File: src/rtl/byte_array_streamer.sv
// byte_array_streamer: strobed byte-array word register with random-access read path and valid/ready byte streamer
// Parameters:
//   NUM_BYTES  bytes per word (>= 2)
//   SEL_W      byte select / stream index width, derived from NUM_BYTES
// Ports:
//   clock, reset                       clock, asynchronous active-high reset
//   data_word, write_enable,
//   byte_strobe                        strobed word write into storage
//   byte_select -> selected_byte,
//   byte_parity, nibble_high,
//   nibble_low, word_parity            combinational read path from storage
//   start, msb_first                   request a frame of the current storage word
//   stream_byte, stream_parity,
//   stream_valid, stream_ready,
//   stream_last                        valid/ready byte stream of the snapshot
//   busy, frame_count                  streaming status, completed frame counter
module byte_array_streamer #(
    parameter int NUM_BYTES = 4,
    parameter int SEL_W     = $clog2(NUM_BYTES)
) (
    input  logic                   clock,
    input  logic                   reset,
    input  logic [NUM_BYTES*8-1:0] data_word,
    input  logic                   write_enable,
    input  logic [NUM_BYTES-1:0]   byte_strobe,
    input  logic [SEL_W-1:0]       byte_select,
    output logic [7:0]             selected_byte,
    output logic                   byte_parity,
    output logic [3:0]             nibble_high,
    output logic [3:0]             nibble_low,
    output logic                   word_parity,
    input  logic                   start,
    input  logic                   msb_first,
    output logic [7:0]             stream_byte,
    output logic                   stream_parity,
    output logic                   stream_valid,
    input  logic                   stream_ready,
    output logic                   stream_last,
    output logic                   busy,
    output logic [15:0]            frame_count
);
    localparam logic [0:0]       STATE_IDLE   = 1'b0;
    localparam logic [0:0]       STATE_STREAM = 1'b1;
    localparam logic [SEL_W-1:0] LAST_INDEX   = SEL_W'(NUM_BYTES - 1);
    localparam logic [SEL_W:0]   BYTE_COUNT   = (SEL_W + 1)'(NUM_BYTES);
    logic [NUM_BYTES-1:0][7:0] storage;
    logic [NUM_BYTES-1:0][7:0] snapshot;
    logic [0:0]                state;
    logic [SEL_W-1:0]          stream_index;
    logic                      order_msb;
    logic                      streaming;
    logic                      transfer;
    always_ff @(posedge clock or posedge reset) begin
        if (reset) begin
            storage <= '0;
        end else if (write_enable) begin
            for (int i = 0; i < NUM_BYTES; i++)
                if (byte_strobe[i]) storage[i] <= data_word[8*i +: 8];
        end
    end
    // Select values past the last byte only exist for non-power-of-two sizes; they read as zero.
    assign selected_byte = ({1'b0, byte_select} < BYTE_COUNT) ? storage[byte_select] : 8'h00;
    assign byte_parity   = ^selected_byte;
    assign nibble_high   = selected_byte[7:4];
    assign nibble_low    = selected_byte[3:0];
    assign word_parity   = ^storage;
    assign streaming     = (state == STATE_STREAM);
    assign busy          = streaming;
    assign stream_valid  = streaming;
    assign transfer      = streaming && stream_ready;
    assign stream_byte   = streaming ? snapshot[stream_index] : 8'h00;
    assign stream_parity = ^stream_byte;
    assign stream_last   = streaming && (order_msb ? (stream_index == '0) : (stream_index == LAST_INDEX));
    // The snapshot takes the registered storage, so a write landing on the start edge is not in the frame.
    always_ff @(posedge clock or posedge reset) begin
        if (reset) begin
            state        <= STATE_IDLE;
            snapshot     <= '0;
            stream_index <= '0;
            order_msb    <= 1'b0;
            frame_count  <= 16'h0000;
        end else if (!streaming) begin
            if (start) begin
                state        <= STATE_STREAM;
                snapshot     <= storage;
                order_msb    <= msb_first;
                stream_index <= msb_first ? LAST_INDEX : '0;
            end
        end else if (transfer) begin
            if (stream_last) begin
                state       <= STATE_IDLE;
                frame_count <= frame_count + 16'd1;
            end else begin
                stream_index <= order_msb ? stream_index - SEL_W'(1) : stream_index + SEL_W'(1);
            end
        end
    end
endmodule
File: config.mk
export PLATFORM = sky130hd
export DESIGN_NAME = byte_array_streamer
export DESIGN_NICKNAME = d
export VERILOG_FILES = /design/src/rtl/byte_array_streamer.sv
export SDC_FILE = /design/constraint.sdc
export NUM_CORES = 1
export LEC_CHECK = 0
export ABC_AREA = 1
export BUFFER_PORTS_ARGS = -buffer_cell sky130_fd_sc_hd__buf_2
export CAP_MARGIN = 20
export CORE_MARGIN = 2
export CORE_UTILIZATION = 50
export CTS_CLUSTER_SIZE = 30
export DETAILED_ROUTE_END_ITERATION = 8
export PLACE_DENSITY = 0.83
export SYNTH_ARGS = -nofsm -noshare
export SYNTH_HDL_FRONTEND = slang
export SYNTH_SLANG_ARGS = --single-unit
File: constraint.sdc
create_clock -name clock -period 2.9 [get_ports clock]
set_clock_uncertainty 0.1 [all_clocks]
set_input_delay 0.145 -clock clock [delete_from_list [all_inputs] [get_ports clock]]
set_output_delay 0.145 -clock clock [all_outputs]
set_load 0.005 [all_outputs]
==> run_results.csv <==
group,metric,value,unit
run_status,status,"complete, no violations",
grt,antenna_found_initial,0,
cells_and_area,multi_input_area,2420,µm²
grt,grt_overflow,0,
cells_and_area,area_growth,19.2,%
floorplanning,initial_core_util,51.8,%
grt,use_met2,40.8,%
timing,relSlewSlack,49.9,%
worst_setup_path,rr_worst_depth,6,
flow_run,maxCapViolations,0,
worst_setup_path,r2r-end,"frame_count[5]$_DFFE_PP0P_",
floorplanning,dieWidth,105,µm
synth,synth_nets,753,
grt,grt_max_degree,65,
route,drc,0,
floorplanning,core_region_area,9860,µm²
worst_setup_path,slowest_delay,460,ps
placement,port_buffers,89,
timing,rsz0062_at_grt,"no",
grt,grt_pass1_vias,4404,
cells_and_area,drive_gt1_share,16.6,%
worst_setup_path,crit_type,"reg2out",
grt,met1_usage,29.3,%
placement,gp_congestion,0.899,
cells_and_area,fillers,863,
cells_and_area,final_util,61.7,%
placement,post-dp-hpwl,8940,µm
floorplanning,die_y,105,µm
timing,setup_ws,478,ps
power,p_leak,3.39,nW
worst_setup_path,slowest_stage,"dfrtp_1",
clock_network,cts_buffers,9,
worst_setup_path,critPathMaxFanout,17,
route,wl_per_cell,12.8,µm
worst_setup_path,worstSetupEndpointType,"output pin",
synth,ys_seq_area_share,41.2,%
synth,postSynth.asyncResetShare,100,%
power,internal-power,2.97,mW
clock_network,cts_tree,"built",
hold_path,hold_start,"stream_ready",
synth,ys_types,28,
clock_network,ctsResizeCount,0,
route,first_iter_violations,267,
power,power.share.clock,15.9,%
power,sw_frac_of_total,44.3,%
floorplanning,io_pins,90,
cells_and_area,antennaDiodeCount,0,
power,power.switching,2.37,mW
power,p_per_area,876,nW/µm²
hold_path,holdCritPathClass,"in2reg",
clock_network,cts.sinks,84,
clock_network,insertion_delay,360,ps
route,drtPass1Iterations,5,
worst_setup_path,cp.arrival,2180,ps
synth,syn_area,5100,µm²
synth,yosys_warnings,0,
timing,fmax,413,MHz
worst_setup_path,cpMostUsedCell,"nand2_1",
synth,ys.flop_type,"dfrtp_1",
worst_setup_path,critPathLaunch,"stream_index[0]$_DFFE_PP0P_",
synth,synth_seq_cells,84,
worst_setup_path,cp-start-kind,"flip-flop",
clock_network,root_buffer,"clkbuf_8",
worst_setup_path,r2r_setup_slack,920,ps
worst_setup_path,path_buf_inv,3,
worst_setup_path,required,2650,ps
worst_setup_path,crit_family,"simple AND/OR/NAND/NOR gates",
timing,setup_tns,0,ps
placement,post-place-ws,861,ps
timing,setup_viol_count_final,0,
route,ant_nets,0,
grt,grt_util_met3,5.30,%
grt,grt.total_usage,23.2,%
clock_network,htree_levels,3,
timing,worst_pin_slew,751,ps
route,vias_per_cell,4.89,
floorplanning,rows,36,
worst_setup_path,r2r-start,"busy$_DFF_PP0_",
clock_network,cts_buffer_depth,2,
grt,grt_pass1_wl,20500,µm
timing,hold_violations,0,
route,routed_wl,12200,µm
power,p_seq_share,35.5,%
hold_path,hold_end,"frame_count[14]$_DFFE_PP0P_",
cells_and_area,nets,861,
worst_setup_path,path_cells,"buf_4 > inv_2 > nand2_1 > nand3_1 > nand2_1 > nand2_1 > nor2_1 > nor2_1 > nand2_1 > nand2_1 > nand2_1 > nand2_1 > buf_2",
route,vias,4659,
hold_path,whs_path_depth,5,
clock_network,path_clk_slew,80,ps
power,ir_drop,0.000428,V
synth,avgSynthCellArea,7.21,µm²
timing,period_minus_slack,2420,ps
timing,slew_violations,0,
grt,grt_busiest_layer,"met2",
power,power_frac_comb,48.7,%
synth,synth_edf_count,0,
cells_and_area,seq_area,2100,µm²
floorplanning,dieArea,11000,µm²
synth,syn_inst,708,
timing,period_share,83.5,%
## area by class of cell
class / count / area share [%]
well taps: 133 / 2.73
inverters: 98 / 6.10
flip-flops and latches: 84 / 34.5
repair buffers: 128 / 13.6
clock inverters: 5 / 0.987
multi-input cells: 495 / 39.8
clock buffers: 10 / 2.26
## worst max path at each step
| stage | endpoint | slack, ps | depth (start not counted) |
|---|---|---|---|
| floorplan | busy$_DFF_PP0_ | 490 | 1 |
| global placement | stream_parity | 900 | 13 |
| detailed placement | stream_parity | 860 | 13 |
| CTS | stream_parity | 460 | 13 |
| global route | stream_parity | 220 | 13 |
| finish | stream_parity | 480 | 13 |
## state kept, by name (all words and copies together), names as in the netlist
register and count:
busy 1, frame_count 16, order_msb 1, snapshot 32
storage 32, stream_index 2
## worst reg2reg max path: cells and delay by family, from the launching register on
kind / cells / cell delay [ps]
AO/OA/AOI/OAI: 1 / 120
flip-flops: 1 / 690
buffers and inverters: 1 / 190
XOR/XNOR: 1 / 180
AND/OR/NAND/NOR: 3 / 580
## Yosys cell counts, types with 2 or more instances
cell | number | area (µm²)
inv_2 | 4 | 15.0
dfrtp_1 | 84 | 2100
xnor2_1 | 21 | 184
buf_2 | 7 | 35.0
a21oi_1 | 34 | 170
nand3_1 | 44 | 220
buf_4 | 13 | 97.6
clkbuf_1 | 6 | 22.5
o21ai_0 | 29 | 145
nor3_1 | 7 | 35.0
buf_6 | 5 | 56.3
mux2_2 | 13 | 146
nor2_2 | 2 | 12.5
a22oi_1 | 2 | 15.0
nand4_1 | 6 | 37.5
nand2_1 | 255 | 957
xor2_1 | 24 | 210
inv_1 | 93 | 349
nor2_1 | 50 | 188
## cells by family after synthesis
group,after synthesis,share of synthesized area [%]
XOR/XNOR,45,7.72
multiplexers,13,2.87
AO/OA/AOI/OAI,67,6.99
buffers and inverters,129,11.4
AND/OR/NAND/NOR,369,29.6
adder cells (fa/ha/maj),1,0.245
flip-flops,84,41.2
## routing by layer
| layer | wire length [µm] | part of all wire [%] |
|---|---|---|
| met1 | 5300 | 44 |
| met2 | 6140 | 51 |
| met3 | 563 | 4.6 |
| met4 | 142 | 1.2 |
| met5 | 0 | 0 |
## cells in the final DEF (no fill, tap or decap), types with 4 or more instances in the layout
| cell type | Yosys | routed |
|---|---|---|
| buf_2 | 7 | 89 |
| nand2_1 | 255 | 254 |
| clkbuf_8 | 0 | 10 |
| nor2_1 | 50 | 50 |
| nand4_1 | 6 | 6 |
| nor3_1 | 7 | 7 |
| xor2_1 | 24 | 24 |
| inv_1 | 93 | 92 |
| xnor2_1 | 21 | 21 |
| dfrtp_1 | 84 | 84 |
| o21ai_0 | 29 | 29 |
| a21oi_1 | 34 | 34 |
| dlygate4sd3_1 | 0 | 35 |
| mux2_2 | 13 | 13 |
| buf_4 | 13 | 4 |
| nand3_1 | 44 | 44 |
| inv_2 | 4 | 4 |
## through the flow
stage	power, mW	std cells	hold WS [ps]	cell area [µm²]
after floorplan	3.79	708	195	5100
after global placement	4.38	903	197	5540
after detailed placement	4.46	903	193	5540
after CTS	5.35	953	203	6090
after global routing	5.87	953	237	6090
final	5.34	953	216	6090
## repair_timing
item	4_1_cts	5_1_grt
setup buffers	0	0
hold endpoints to repair	76	0
hold buffers	35	0
setup endpoints to repair	0	0
## power by group through the flow
stage	registers, mW	clock network (mW)	logic, mW
4_1_cts	1.89	0.863	2.60
6_report	1.89	0.846	2.60
3_3_place_gp	1.89	0	2.49
3_5_place_dp	1.90	0	2.55
5_1_grt	1.95	0.920	3.01
2_1_floorplan	1.78	0	2.01
Power figures use the tool's default switching activity.
